[config.mk]
export PLATFORM = sky130hd
export DESIGN_NAME = alu_sequencer
export DESIGN_NICKNAME = d
export VERILOG_FILES = /design/src/rtl/definitions.sv /design/src/rtl/alu_sequencer_mul_iter.sv /design/src/rtl/alu_sequencer.sv
export SDC_FILE = /design/constraint.sdc
export NUM_CORES = 1
export LEC_CHECK = 0
export CAP_MARGIN = 20
export CORE_UTILIZATION = 45
export CTS_CLUSTER_SIZE = 8
export DETAILED_ROUTE_END_ITERATION = 6
export GPL_TIMING_DRIVEN = 0
export PLACE_DENSITY = 0.78
export SLEW_MARGIN = 20
export SYNTH_ARGS = -nofsm -noshare
export SYNTH_HDL_FRONTEND = slang
export SYNTH_SLANG_ARGS = --single-unit
[constraint.sdc]
create_clock -name clk -period 10.75 [get_ports clk]
set_clock_uncertainty 0.05 [all_clocks]
set_input_delay 1.075 -clock clk [delete_from_list [all_inputs] [get_ports clk]]
set_output_delay 1.075 -clock clk [all_outputs]
set_load 0.02 [all_outputs]
[src/rtl/definitions.sv]
// Shared types for the ALU sequencer: opcodes, instruction word, sequencer state,
// and a reference shift-add multiply that the iterative datapath matches bit for bit.
package definitions;

    typedef enum logic [1:0] {
        ADD = 2'd0,
        SUB = 2'd1,
        MUL = 2'd2
    } opcodes_t;

    typedef struct packed {
        logic [31:0] a;
        logic [31:0] b;
        opcodes_t    opcode;
    } instruction_t;

    typedef enum logic {
        IDLE    = 1'b0,
        MUL_RUN = 1'b1
    } seq_state_t;

    // Digit-serial multiply from the LSB of b; bits above 31 fall off every step.
    function automatic logic [31:0] multiplier(input logic [31:0] a,
                                               input logic [31:0] b,
                                               input int          radix_bits);
        logic [31:0] acc;
        logic [31:0] a_sh;
        logic [31:0] b_sh;
        logic [31:0] digit_mask;
        acc        = '0;
        a_sh       = a;
        b_sh       = b;
        digit_mask = (32'd1 << radix_bits) - 32'd1;
        for (int i = 0; i < 32 / radix_bits; i++) begin
            acc  = acc + a_sh * (b_sh & digit_mask);
            a_sh = a_sh << radix_bits;
            b_sh = b_sh >> radix_bits;
        end
        return acc;
    endfunction

endpackage

[src/rtl/alu_sequencer_mul_iter.sv]
// Iterative multiplier datapath: retires RADIX_BITS bits of b per step into a
// 32-bit accumulator; done flags the final step so the caller can capture product.
module mul_iter
    import definitions::*;
#(
    parameter int RADIX_BITS = 1,
    parameter int STEPS      = 32 / RADIX_BITS
) (
    input  logic        clk,
    input  logic        rst,
    input  logic        start,
    input  logic [31:0] a,
    input  logic [31:0] b,
    input  logic        step_en,
    output logic        done,
    output logic [31:0] product
);

    localparam int CNT_W = $clog2(STEPS);

    logic [31:0]      acc_q, acc_d;
    logic [31:0]      a_q, a_d;
    logic [31:0]      b_q, b_d;
    logic [CNT_W-1:0] count_q, count_d;
    logic [31:0]      digit;
    logic [31:0]      partial;

    // The counter holds on the last step instead of wrapping.
    always_comb begin
        digit   = 32'(b_q[RADIX_BITS-1:0]);
        partial = a_q * digit;
        product = acc_q + partial;
        done    = step_en && (count_q == CNT_W'(STEPS - 1));
        acc_d   = acc_q;
        a_d     = a_q;
        b_d     = b_q;
        count_d = count_q;
        if (start) begin
            acc_d   = '0;
            a_d     = a;
            b_d     = b;
            count_d = '0;
        end else if (step_en) begin
            acc_d = product;
            a_d   = a_q << RADIX_BITS;
            b_d   = b_q >> RADIX_BITS;
            if (!done) begin
                count_d = count_q + 1'b1;
            end
        end
    end

    always_ff @(posedge clk) begin
        if (rst) begin
            acc_q   <= '0;
            a_q     <= '0;
            b_q     <= '0;
            count_q <= '0;
        end else begin
            acc_q   <= acc_d;
            a_q     <= a_d;
            b_q     <= b_d;
            count_q <= count_d;
        end
    end

endmodule

[src/rtl/alu_sequencer.sv]
// Single-issue ALU sequencer: ADD/SUB/illegal complete on the accepting edge,
// MUL hands off to mul_iter and stalls intake until the product is captured.
module alu_sequencer
    import definitions::*;
#(
    parameter int MUL_RADIX_BITS = 1
) (
    input  logic         clk,
    input  logic         rst,
    input  logic         instr_valid,
    input  instruction_t instr,
    output logic         instr_ready,
    output logic         result_valid,
    input  logic         result_ready,
    output logic [31:0]  result,
    output opcodes_t     result_op,
    output logic         result_err,
    output logic         busy
);

    localparam int MUL_STEPS = 32 / MUL_RADIX_BITS;

    seq_state_t  state_q, state_d;
    logic [31:0] result_q, result_d;
    opcodes_t    result_op_q, result_op_d;
    logic        result_err_q, result_err_d;
    logic        result_valid_q, result_valid_d;
    logic        accept;
    logic        mul_start;
    logic        mul_step;
    logic        mul_done;
    logic [31:0] mul_product;

    mul_iter #(
        .RADIX_BITS(MUL_RADIX_BITS),
        .STEPS     (MUL_STEPS)
    ) u_mul_iter (
        .clk    (clk),
        .rst    (rst),
        .start  (mul_start),
        .a      (instr.a),
        .b      (instr.b),
        .step_en(mul_step),
        .done   (mul_done),
        .product(mul_product)
    );

    // A pending result may drain on the same edge a new instruction is taken.
    always_comb begin
        instr_ready    = !rst && (state_q == IDLE) && (!result_valid_q || result_ready);
        accept         = instr_valid && instr_ready;
        mul_start      = accept && (instr.opcode == MUL);
        mul_step       = (state_q == MUL_RUN);
        state_d        = state_q;
        result_d       = result_q;
        result_op_d    = result_op_q;
        result_err_d   = result_err_q;
        result_valid_d = result_valid_q && !result_ready;
        case (state_q)
            IDLE: begin
                if (accept) begin
                    result_op_d = instr.opcode;
                    case (instr.opcode)
                        ADD: begin
                            result_d       = instr.a + instr.b;
                            result_err_d   = 1'b0;
                            result_valid_d = 1'b1;
                        end
                        SUB: begin
                            result_d       = instr.a - instr.b;
                            result_err_d   = 1'b0;
                            result_valid_d = 1'b1;
                        end
                        MUL: begin
                            state_d = MUL_RUN;
                        end
                        default: begin
                            result_d       = '0;
                            result_err_d   = 1'b1;
                            result_valid_d = 1'b1;
                        end
                    endcase
                end
            end
            MUL_RUN: begin
                if (mul_done) begin
                    state_d        = IDLE;
                    result_d       = mul_product;
                    result_op_d    = MUL;
                    result_err_d   = 1'b0;
                    result_valid_d = 1'b1;
                end
            end
            default: state_d = IDLE;
        endcase
    end

    always_ff @(posedge clk) begin
        if (rst) begin
            state_q        <= IDLE;
            result_q       <= '0;
            result_op_q    <= ADD;
            result_err_q   <= 1'b0;
            result_valid_q <= 1'b0;
        end else begin
            state_q        <= state_d;
            result_q       <= result_d;
            result_op_q    <= result_op_d;
            result_err_q   <= result_err_d;
            result_valid_q <= result_valid_d;
        end
    end

    assign result       = result_q;
    assign result_op    = result_op_q;
    assign result_err   = result_err_q;
    assign result_valid = result_valid_q;
    assign busy         = (state_q == MUL_RUN);

endmodule

# Word-level counts from Yosys, hierarchy flattened
# Cells that the tools add are included.
# op_classes
bitwise_logic,2
muxes,23
multipliers,1
add_sub_neg,4
n_reduce_logical,17
n_eq_ne,6
# ops
cell,count
32-bit two-way mux,6
32-bit one-hot mux with 3 select lines,1
32-bit adder,2
32-bit one-hot mux with 2 select lines,1
32-bit by 1-bit multiplier with 32-bit output,1
32-bit subtractor,1
1-bit two-way mux,8
1-bit one-hot mux with 2 select lines,4
1-bit logical AND,6
"5-bit by 1-bit adder with 5-bit output, second input constant",1
"5-bit equality test, second input constant",1
2-bit two-way mux,2
"2-bit != test, second input constant",2
2-bit one-hot mux with 2 select lines,1
2-bit AND reduction,2
2-bit OR reduction,2
1-bit logical NOT,3
3-bit AND reduction,1
"2-bit by 1-bit equality test with 1-bit output, second input constant",1
"2-bit equality test, second input constant",1
2-bit logical NOT,1
"2-bit by 1-bit != test with 1-bit output, second input constant",1
1-bit NOT,2
2-bit nonzero test,1
1-bit logical OR,1
# totals
out_inout_bits,38
elab_cells,62
ff_bits,138

# Depth between registers and ports, before layout
# Gate-level depths: netlist (run 1).
# depth
word_depth,6
ltp_mapped,21
ltp_nobuf,20

# Modules after synthesis
# From an unflattened synthesis (run 1), not the netlist that was laid out.
# hier_totals
hier_cells,1355
area_unflattened_um2,10401.2
# by_module_without_submodules
mod,area_each_um2,seq_area_each_um2,cells_per_inst,instances
mul_iter,6496.2,2021.9,816,1
alu_sequencer,3905.0,740.7,539,1

# Worst setup path after synthesis (run 1)
# Ideal clock, no wire load.
# synth_path
kind,in2reg
startpoint,input instr[3] (netlist name)
endpoint,register result_q[30] (netlist: result[30])
slack_ns,6.036
n_path_buf,0
stages,17
arrival_time_ns,4.573
setup_ns,0.091
cell_sequence,inv_1 -> ha_1 -> nand2b_1 -> or4_1 -> or2_2 -> o31ai_1 -> xor2_1 -> ha_1 -> nand4_1 -> o22ai_1 -> a211o_1 -> a21oi_1 -> o21ai_1 -> a221oi_1 -> o21ai_0 -> mux2i_1 -> a311oi_1
# synth_between
elab_chain_cells,4
word_cells_on_any_way,5
classes_between,2 x add/sub; 3 x mux
# synth_rtl
item,line_no,text
from (decl),alu_sequencer.sv:11,"input instruction_t instr,"
32-bit subtractor / 32-bit adder (equally long branches),"alu_sequencer.sv:70, alu_sequencer.sv:65",
32-bit one-hot mux with 3 select lines (*),alu_sequencer.sv:63,case (instr.opcode)
32-bit two-way mux (*),alu_sequencer.sv:61,if (accept) begin
32-bit one-hot mux with 2 select lines (*),alu_sequencer.sv:59,case (state_q)
to (signal assigned),alu_sequencer.sv:107,result_q <= result_d;
to (decl),alu_sequencer.sv:24,"logic [31:0] result_q, result_d;"
# Mark *: on every way between the ends. The rest lies on a longest branch, timed or not. The select of a mux whose other input is x is not followed.
# A chain may end at the register's enable or synchronous reset.

# Worst setup path in the final report (run 1)
# layout_path
startpoint,input instr[2] (netlist name)
endpoint,register result_q[30] (netlist: result[30])
# The elaborated chain is that of the path after synthesis.

==> results of run 1 <==
==> per-layer routing <==
layer  wire (µm)  vias to the layer above  track usage
met5           0                        -            0
met4        1120                        0        0.130
met3        2550                       74       0.0610
met2       14200                      445        0.454
met1       13100                     4552        0.346
li1            -                     4668            -
==> how the worst max path moves through the flow <==
stage             start                 endpoint  slack (ps)  cells past startpoint
2_1_floorplan  instr[3]  result[30]$_SDFFE_PP0P_        6040                     17
3_3_place_gp   instr[2]  result[30]$_SDFFE_PP0P_        4840                     18
3_5_place_dp   instr[2]  result[30]$_SDFFE_PP0P_        4720                     18
4_1_cts        instr[2]  result[30]$_SDFFE_PP0P_        5100                     18
5_1_grt        instr[2]  result[30]$_SDFFE_PP0P_        4920                     18
6_report       instr[2]  result[30]$_SDFFE_PP0P_        4990                     18
==> final cells by class <==
| type | instances | area, µm² | area share |
|---|---|---|---|
| buffer | 76 | 290 | 0.0250 |
| clock inverter | 6 | 86.3 | 0.00743 |
| clock buffer | 25 | 505 | 0.0435 |
| multi-input combinational | 967 | 6450 | 0.555 |
| tap | 275 | 344 | 0.0296 |
| sequential | 138 | 2760 | 0.238 |
| timing repair buffer | 107 | 1070 | 0.0921 |
| inverter | 30 | 113 | 0.00969 |
==> cell families (layout without fill, tap and decap cells) <==
kind of cell	Yosys count	after routing	share of synthesized area
flip-flops	138	138	0.287
adder cells (fa/ha/maj)	67	67	0.0887
XOR/XNOR	87	87	0.0792
buffers and inverters	106	244	0.0419
multiplexers	51	51	0.0532
AO/OA/AOI/OAI	330	330	0.234
AND/OR/NAND/NOR	432	432	0.215
==> state kept, by name, indices dropped and copies added (netlist names) <==
name and cells:
result_op 2, u_mul_iter.acc_q 32, u_mul_iter.b_q 32, result_err 1, u_mul_iter.a_q 32, result 32, u_mul_iter.count_q 5, busy 1
result_valid 1
==> per-stage QoR <==
stage / std cells / area (µm²)
2_1_floorplan: 1211 / 9620
3_3_place_gp: 1593 / 11000
3_5_place_dp: 1593 / 11000
4_1_cts: 1624 / 11600
5_1_grt: 1624 / 11600
6_report: 1624 / 11600
==> cells in the mapped netlist, types with 3 or more instances <==
library cell,count,area [µm²]
nor2_1,157,589
dfxtp_1,138,2760
a21oi_1,94,470
nand2_1,88,330
clkbuf_1,69,259
ha_1,65,813
xnor2_1,51,447
mux2i_1,50,500
a211oi_1,46,345
a221oi_1,45,394
and3_1,38,238
o21ai_0,36,180
xor2_1,36,315
and2_1,35,219
inv_1,30,113
a21o_1,29,218
nand3_1,25,125
nor3_1,25,125
nand2b_1,14,87.6
nand4_1,14,87.6
a311oi_1,12,105
o21bai_1,11,82.6
a31oi_1,8,50.1
nor2b_1,8,50.1
o211ai_1,8,60.1
o31ai_1,7,52.6
o21a_1,6,45.0
buf_1,5,18.8
or3_1,5,31.3
a211o_1,3,26.3
nand3b_1,3,22.5
nor4_1,3,18.8
o311a_1,3,30.0
or2_2,3,18.8
==> worst min-delay path: cells and delay by family, from the launching register on <==
family          cells  cell delay (ps)
compound gates      1               60
simple gates        1               60
flops               1              310
==> where the power goes <==
part	internal, mW	switching, mW	leakage (nW)	total [mW]
Combinational	0.143	0.216	3.29	0.359
Sequential	0.529	0.0111	1.12	0.540
Clock	0.371	0.223	0.289	0.594
==> results.tsv, run 1 <==
stage	metric	value	unit
floorplan	floorplan.initialDensity	0.459	
floorplan	fp.coreArea	21000	µm²
route	wl_per_cell	19.1	µm
timing	setup-violations-final	0	
clocking	clk_path_buf_depth	2	
clocking	clkSinkCount	138	
place	place_congestion	0.934	
yosys	ys_warn_count	0	
timing	worstMarginPinSlew	947	ps
clocking	cts.root.buffer_cell	clkbuf_16	
worst_setup_path	crit_buf_inv	2	
worst_hold_path	hold_path_class	reg -> reg	
clocking	cts_tree	yes	
floorplan	boundaryPins	108	
place	numPortBuffers	107	
worst_setup_path	setup.worst_path.start_class	primary input	
yosys	yosysUniqueCellTypes	65	
worst_setup_path	timing.critical_path.cells	clkdlybuf4s50_1 > inv_1 > ha_1 > nand2b_1 > or4_1 > or2_2 > o31ai_1 > xor2_1 > ha_1 > nand4_1 > o22ai_1 > a211o_1 > a21oi_1 > o21ai_1 > a221oi_1 > o21ai_0 > mux2i_1 > a311oi_1	
worst_setup_path	cell_type_of_the_slowest_stage_on_the_worst_timing_path	clkdlybuf4s50_1	
worst_setup_path	worst_setup_path_end_kind	register	
timing	layout_setup_ws	4990	ps
clocking	clk_pin_slew_worst_paths	60	ps
yosys	avgSynthCellArea	7.94	µm²
worst_setup_path	worstPathMaxFanout	7	
cells_and_area	mostFrequentLayoutCell	nor2_1	
timing	worst_hold_check_slack	429	ps
job	drv_cap	0	
cells_and_area	num_antenna_cells	0	
timing	post-route-min-period	5760	ps
timing	final-hold-violation-count	0	
grt	initial_antenna_violation_count	0	
worst_setup_path	critPathRequiredTime	10980	ps
pwr	post-layout-total-power	1.49	mW
worst_setup_path	criticalPathCategory	in -> reg	
clocking	num_cts_buffers	17	
place	detailed_place_hpwl	24100	µm
outcome	outcome	completed	
worst_hold_path	hold_path_depth	2	
place	post-place-ws	4720	ps
timing	worst_slew_margin_rel	0.369	
worst_hold_path	holdCritStartpoint	u_mul_iter.acc_q[4]$_SDFFE_PP0P_	
timing	fmax	174	MHz
cells_and_area	post-route-util	0.555	
pwr	power_per_cell_area	129	nW/µm²
grt	first_global_vias	9036	
cells_and_area	most_used_cells_in_the_layout_excluding_fill_and_tap_cells	nor2_1 (157), dfxtp_1 (138), clkdlybuf4s50_1 (107)	
yosys	synth_top_flop_cell	dfxtp_1	
route	num_vias	9739	
cells_and_area	layout.filler_cells	1924	
floorplan	die_width	148	µm
grt	grt-ovfl-total	0	
grt	grt_first_pass_wirelength	46700	µm
worst_setup_path	r2r-start	u_mul_iter.b_q[0]$_SDFFE_PP0P_	
worst_setup_path	r2r-end	result[22]$_SDFFE_PP0P_	
route	post-route-drc-count	0	
yosys	synth_edf_count	0	
cells_and_area	fin_nets	1474	
floorplan	core.rowCount	53	
floorplan	die_h	148	µm
clocking	clk_latency	430	ps
grt	grt.total_usage	0.277	
pwr	cellLeakagePower	4.70	nW
worst_hold_path	timing.hold.worst_endpoint	u_mul_iter.acc_q[4]$_SDFFE_PP0P_	
worst_setup_path	cpPeakStageDelay	520	ps
timing	timing.final.max_slew_violations	0	
pwr	vdd_drop_max	0.121	mV
yosys	netlist_area	9620	µm²
cells_and_area	area_growth	20.9	%
grt	pin_count_of_the_biggest_net_entering_global_routing	17	
route	drt-pass1-iter-count	6	
worst_setup_path	setup.reg_to_reg.worst_slack	6780	ps
yosys	ys_seq_elements	138	
route	antenna_left	0	
worst_setup_path	worstRegToRegCells	12	
yosys	yosysSeqAreaShare	0.287	
clocking	cts-hold-fix-buffers	0	
cells_and_area	post_route_cells_drive_above_1_share	0.0319	
route	postRouteWirelength	31000	µm
yosys	syn-instance-count	1211	
timing	setup_total_negative_slack	0	ps
worst_setup_path	path_common_cell	ha_1	
timing	unrepaired_setup_endpoints_after_global_routing	false	
floorplan	fp.dieArea	22000	µm²
yosys	synthesized_net_count	1348	
worst_setup_path	critPathArrivalTime	5990	ps
timing	finalCritPeriodShare	0.535	
clocking	cts.htree.levels	4	
worst_setup_path	cpLargestDelayFamily	compound AO/OA/AOI/OAI gates	
route	post_drt_via_cell_ratio	6.00	
clocking	postCtsResizedCells	0	
clocking	post_cts_buffers	0	
route	drt_first_iter_violations	815	
yosys	synth-async-reset-ratio	0	
No activity file was read; power rests on OpenSTA's default activity.
==> inputs of run 2 (changes only) <==
--- a/config.mk
+++ b/config.mk
@@ -10,7 +10,7 @@
 export CTS_CLUSTER_SIZE = 8
 export DETAILED_ROUTE_END_ITERATION = 6
 export GPL_TIMING_DRIVEN = 0
-export PLACE_DENSITY = 0.78
+export PLACE_DENSITY = 0.81
 export SLEW_MARGIN = 20
 export SYNTH_ARGS = -nofsm -noshare
 export SYNTH_HDL_FRONTEND = slang
==> constraint.sdc (replaced) <==
create_clock -name clk -period 5.2 [get_ports clk]
set_clock_uncertainty 0.05 [all_clocks]
set_input_delay 0.52 -clock clk [delete_from_list [all_inputs] [get_ports clk]]
set_output_delay 0.52 -clock clk [all_outputs]
set_load 0.02 [all_outputs]
==> results.tsv, run 2 (synthesis results as in run 1) <==
stage	metric	value	unit
pwr	intPower	2.18	mW
route	drt_first_iter_violations	912	
route	antenna_left	0	
grt	pin_count_of_the_biggest_net_entering_global_routing	17	
route	drt-pass1-iter-count	6	
clocking	clk_pin_slew_worst_paths	60	ps
timing	layout_setup_ws	210	ps
worst_hold_path	timing.hold.worst_endpoint	result[12]$_SDFFE_PP0P_	
grt	initial_antenna_violation_count	0	
timing	worstMarginPinSlew	809	ps
grt	grt.total_usage	0.282	
cells_and_area	mostFrequentLayoutCell	nor2_1	
floorplan	fp.dieArea	22000	µm²
route	wl_per_cell	19.3	µm
job	drv_cap	0	
cells_and_area	post_route_cells_drive_above_1_share	0.0348	
clocking	num_cts_buffers	17	
cells_and_area	multiInputGateArea	6450	µm²
timing	finalCritPeriodShare	0.960	
place	numPortBuffers	107	
worst_setup_path	r2r-end	result[22]$_SDFFE_PP0P_	
worst_setup_path	cpPeakStageDelay	750	ps
worst_setup_path	worstRegToRegCells	12	
timing	timing.final.max_slew_violations	0	
worst_setup_path	setup.worst_path.start_class	primary input	
worst_hold_path	hold_path_class	reg -> reg	
cells_and_area	post-route-util	0.556	
clocking	clk_latency	430	ps
worst_setup_path	timing.critical_path.cells	clkdlybuf4s50_1 > nand2b_1 > clkbuf_1 > clkbuf_2 > nand2_1 > xor2_1 > ha_1 > a21oi_1 > nand2_1 > o21ai_0 > nand3b_1 > a311oi_1 > o21ai_0 > mux2i_1 > o311a_1 > a311oi_1	
worst_setup_path	criticalPathCategory	in -> reg	
worst_hold_path	hold_path_depth	2	
cells_and_area	layout.area.seq	2760	µm²
pwr	power.switching_fraction	0.307	
pwr	power.share.sequential	0.354	
place	post-place-ws	-160	ps
outcome	outcome	completed	
timing	unrepaired_setup_endpoints_after_global_routing	false	
clocking	cts.root.buffer_cell	clkbuf_16	
route	num_vias	9889	
cells_and_area	fin_nets	1474	
route	postRouteWirelength	31300	µm
floorplan	die_width	148	µm
worst_setup_path	cell_type_of_the_slowest_stage_on_the_worst_timing_path	clkdlybuf4s50_1	
route	post-route-drc-count	0	
timing	fmax	200	MHz
pwr	comb_power_share	0.237	
route	post_drt_via_cell_ratio	6.09	
cells_and_area	num_antenna_cells	0	
floorplan	core.rowCount	53	
place	dpl.cell_count	1593	
floorplan	fp.coreArea	21000	µm²
worst_setup_path	worst_setup_path_end_kind	register	
grt	first_global_vias	9328	
worst_setup_path	critPathRequiredTime	5490	ps
cells_and_area	finalNonFillerCells	1625	
worst_hold_path	holdCritStartpoint	result[12]$_SDFFE_PP0P_	
grt	grt_first_pass_wirelength	47700	µm
grt	grt-ovfl-total	0	
place	place_congestion	0.946	
floorplan	die_h	148	µm
worst_setup_path	r2r-start	u_mul_iter.b_q[0]$_SDFFE_PP0P_	
pwr	power_per_cell_area	271	nW/µm²
clocking	cts_tree	yes	
clocking	clkSinkCount	138	
pwr	vdd_drop_max	0.256	mV
cells_and_area	layout.filler_cells	1933	
pwr	switchingPower	969	µW
cells_and_area	area_growth	21.2	%
floorplan	floorplan.initialDensity	0.459	
place	detailed_place_hpwl	24000	µm
clocking	clk_path_buf_depth	2	
timing	worst_slew_margin_rel	0.457	
timing	setup-violations-final	0	
timing	final-hold-violation-count	0	
pwr	post-layout-total-power	3.15	mW
pwr	share_clk_of_total_power	0.409	
worst_setup_path	worstPathMaxFanout	10	
floorplan	boundaryPins	108	
worst_setup_path	setup.reg_to_reg.worst_slack	1200	ps
timing	post-route-min-period	4990	ps
pwr	cellLeakagePower	4.72	nW
clocking	cts.htree.levels	4	
cells_and_area	most_used_cells_in_the_layout_excluding_fill_and_tap_cells	nor2_1 (157), dfxtp_1 (138), clkdlybuf4s50_1 (107)	
worst_setup_path	critPathArrivalTime	5280	ps
## run 2: metal layers
| metal | vias up | GRT usage | wire length, µm |
|---|---|---|---|
| met3 | 92 | 0.0537 | 3030 |
| met4 | 0 | 0.152 | 1420 |
| met1 | 4600 | 0.350 | 12600 |
| li1 | 4656 | - | - |
| met5 | - | 0 | 0 |
| met2 | 541 | 0.460 | 14200 |
## run 2: worst max-delay path: cells and delay by family
family,cells,cell delay [ps]
xor+xnor,1,150
buf+inv,3,1480
fa+ha+maj,1,370
simple gates,4,580
mux,1,180
compound gates,6,1980
## run 2: what timing repair did
item                       in CTS  in global routing
setup buffers                   0                  0
hold buffers                    0                  0
gates resized for setup         0                  3
setup endpoints to repair       0                  2
## run 2: how the worst max path moves through the flow
stage                   from                       to  slack [ps]  cells past startpoint
finish              instr[1]  result[29]$_SDFFE_PP0P_         210                     16
global route        instr[2]  result[25]$_SDFFE_PP0P_          50                     19
CTS                 instr[1]  result[29]$_SDFFE_PP0P_         230                     16
detailed placement  instr[1]  result[29]$_SDFFE_PP0P_        -160                     16
global placement    instr[1]  result[30]$_SDFFE_PP0P_        -140                     16
floorplan           instr[3]  result[30]$_SDFFE_PP0P_        1040                     17
## run 2: power by group through the flow
stage / Sequential, mW / Combinational, mW / Clock (mW)
floorplan: 1.16 / 0.430 / 0
global placement: 1.14 / 0.707 / 0
detailed placement: 1.14 / 0.721 / 0
CTS: 1.12 / 0.728 / 1.28
global route: 1.12 / 0.799 / 1.32
finish: 1.12 / 0.748 / 1.29
## run 2: final cells by class
class | instances | area share
Sequential cell | 138 | 0.237
Tap cell | 275 | 0.0295
Inverter | 30 | 0.00966
Buffer | 76 | 0.0250
Clock inverter | 10 | 0.0120
Multi-Input combinational cell | 967 | 0.554
Timing Repair Buffer | 107 | 0.0919
Clock buffer | 22 | 0.0407
## run 2: metrics by stage
step                      TNS (ps)  cell area, µm²  hold slack (ps)
after floorplan                  0            9620              399
after global placement        -257           11000              398
after detailed placement      -470           11000              401
after CTS                        0           11600              407
after global routing             0           11700              439
final                            0           11700              414
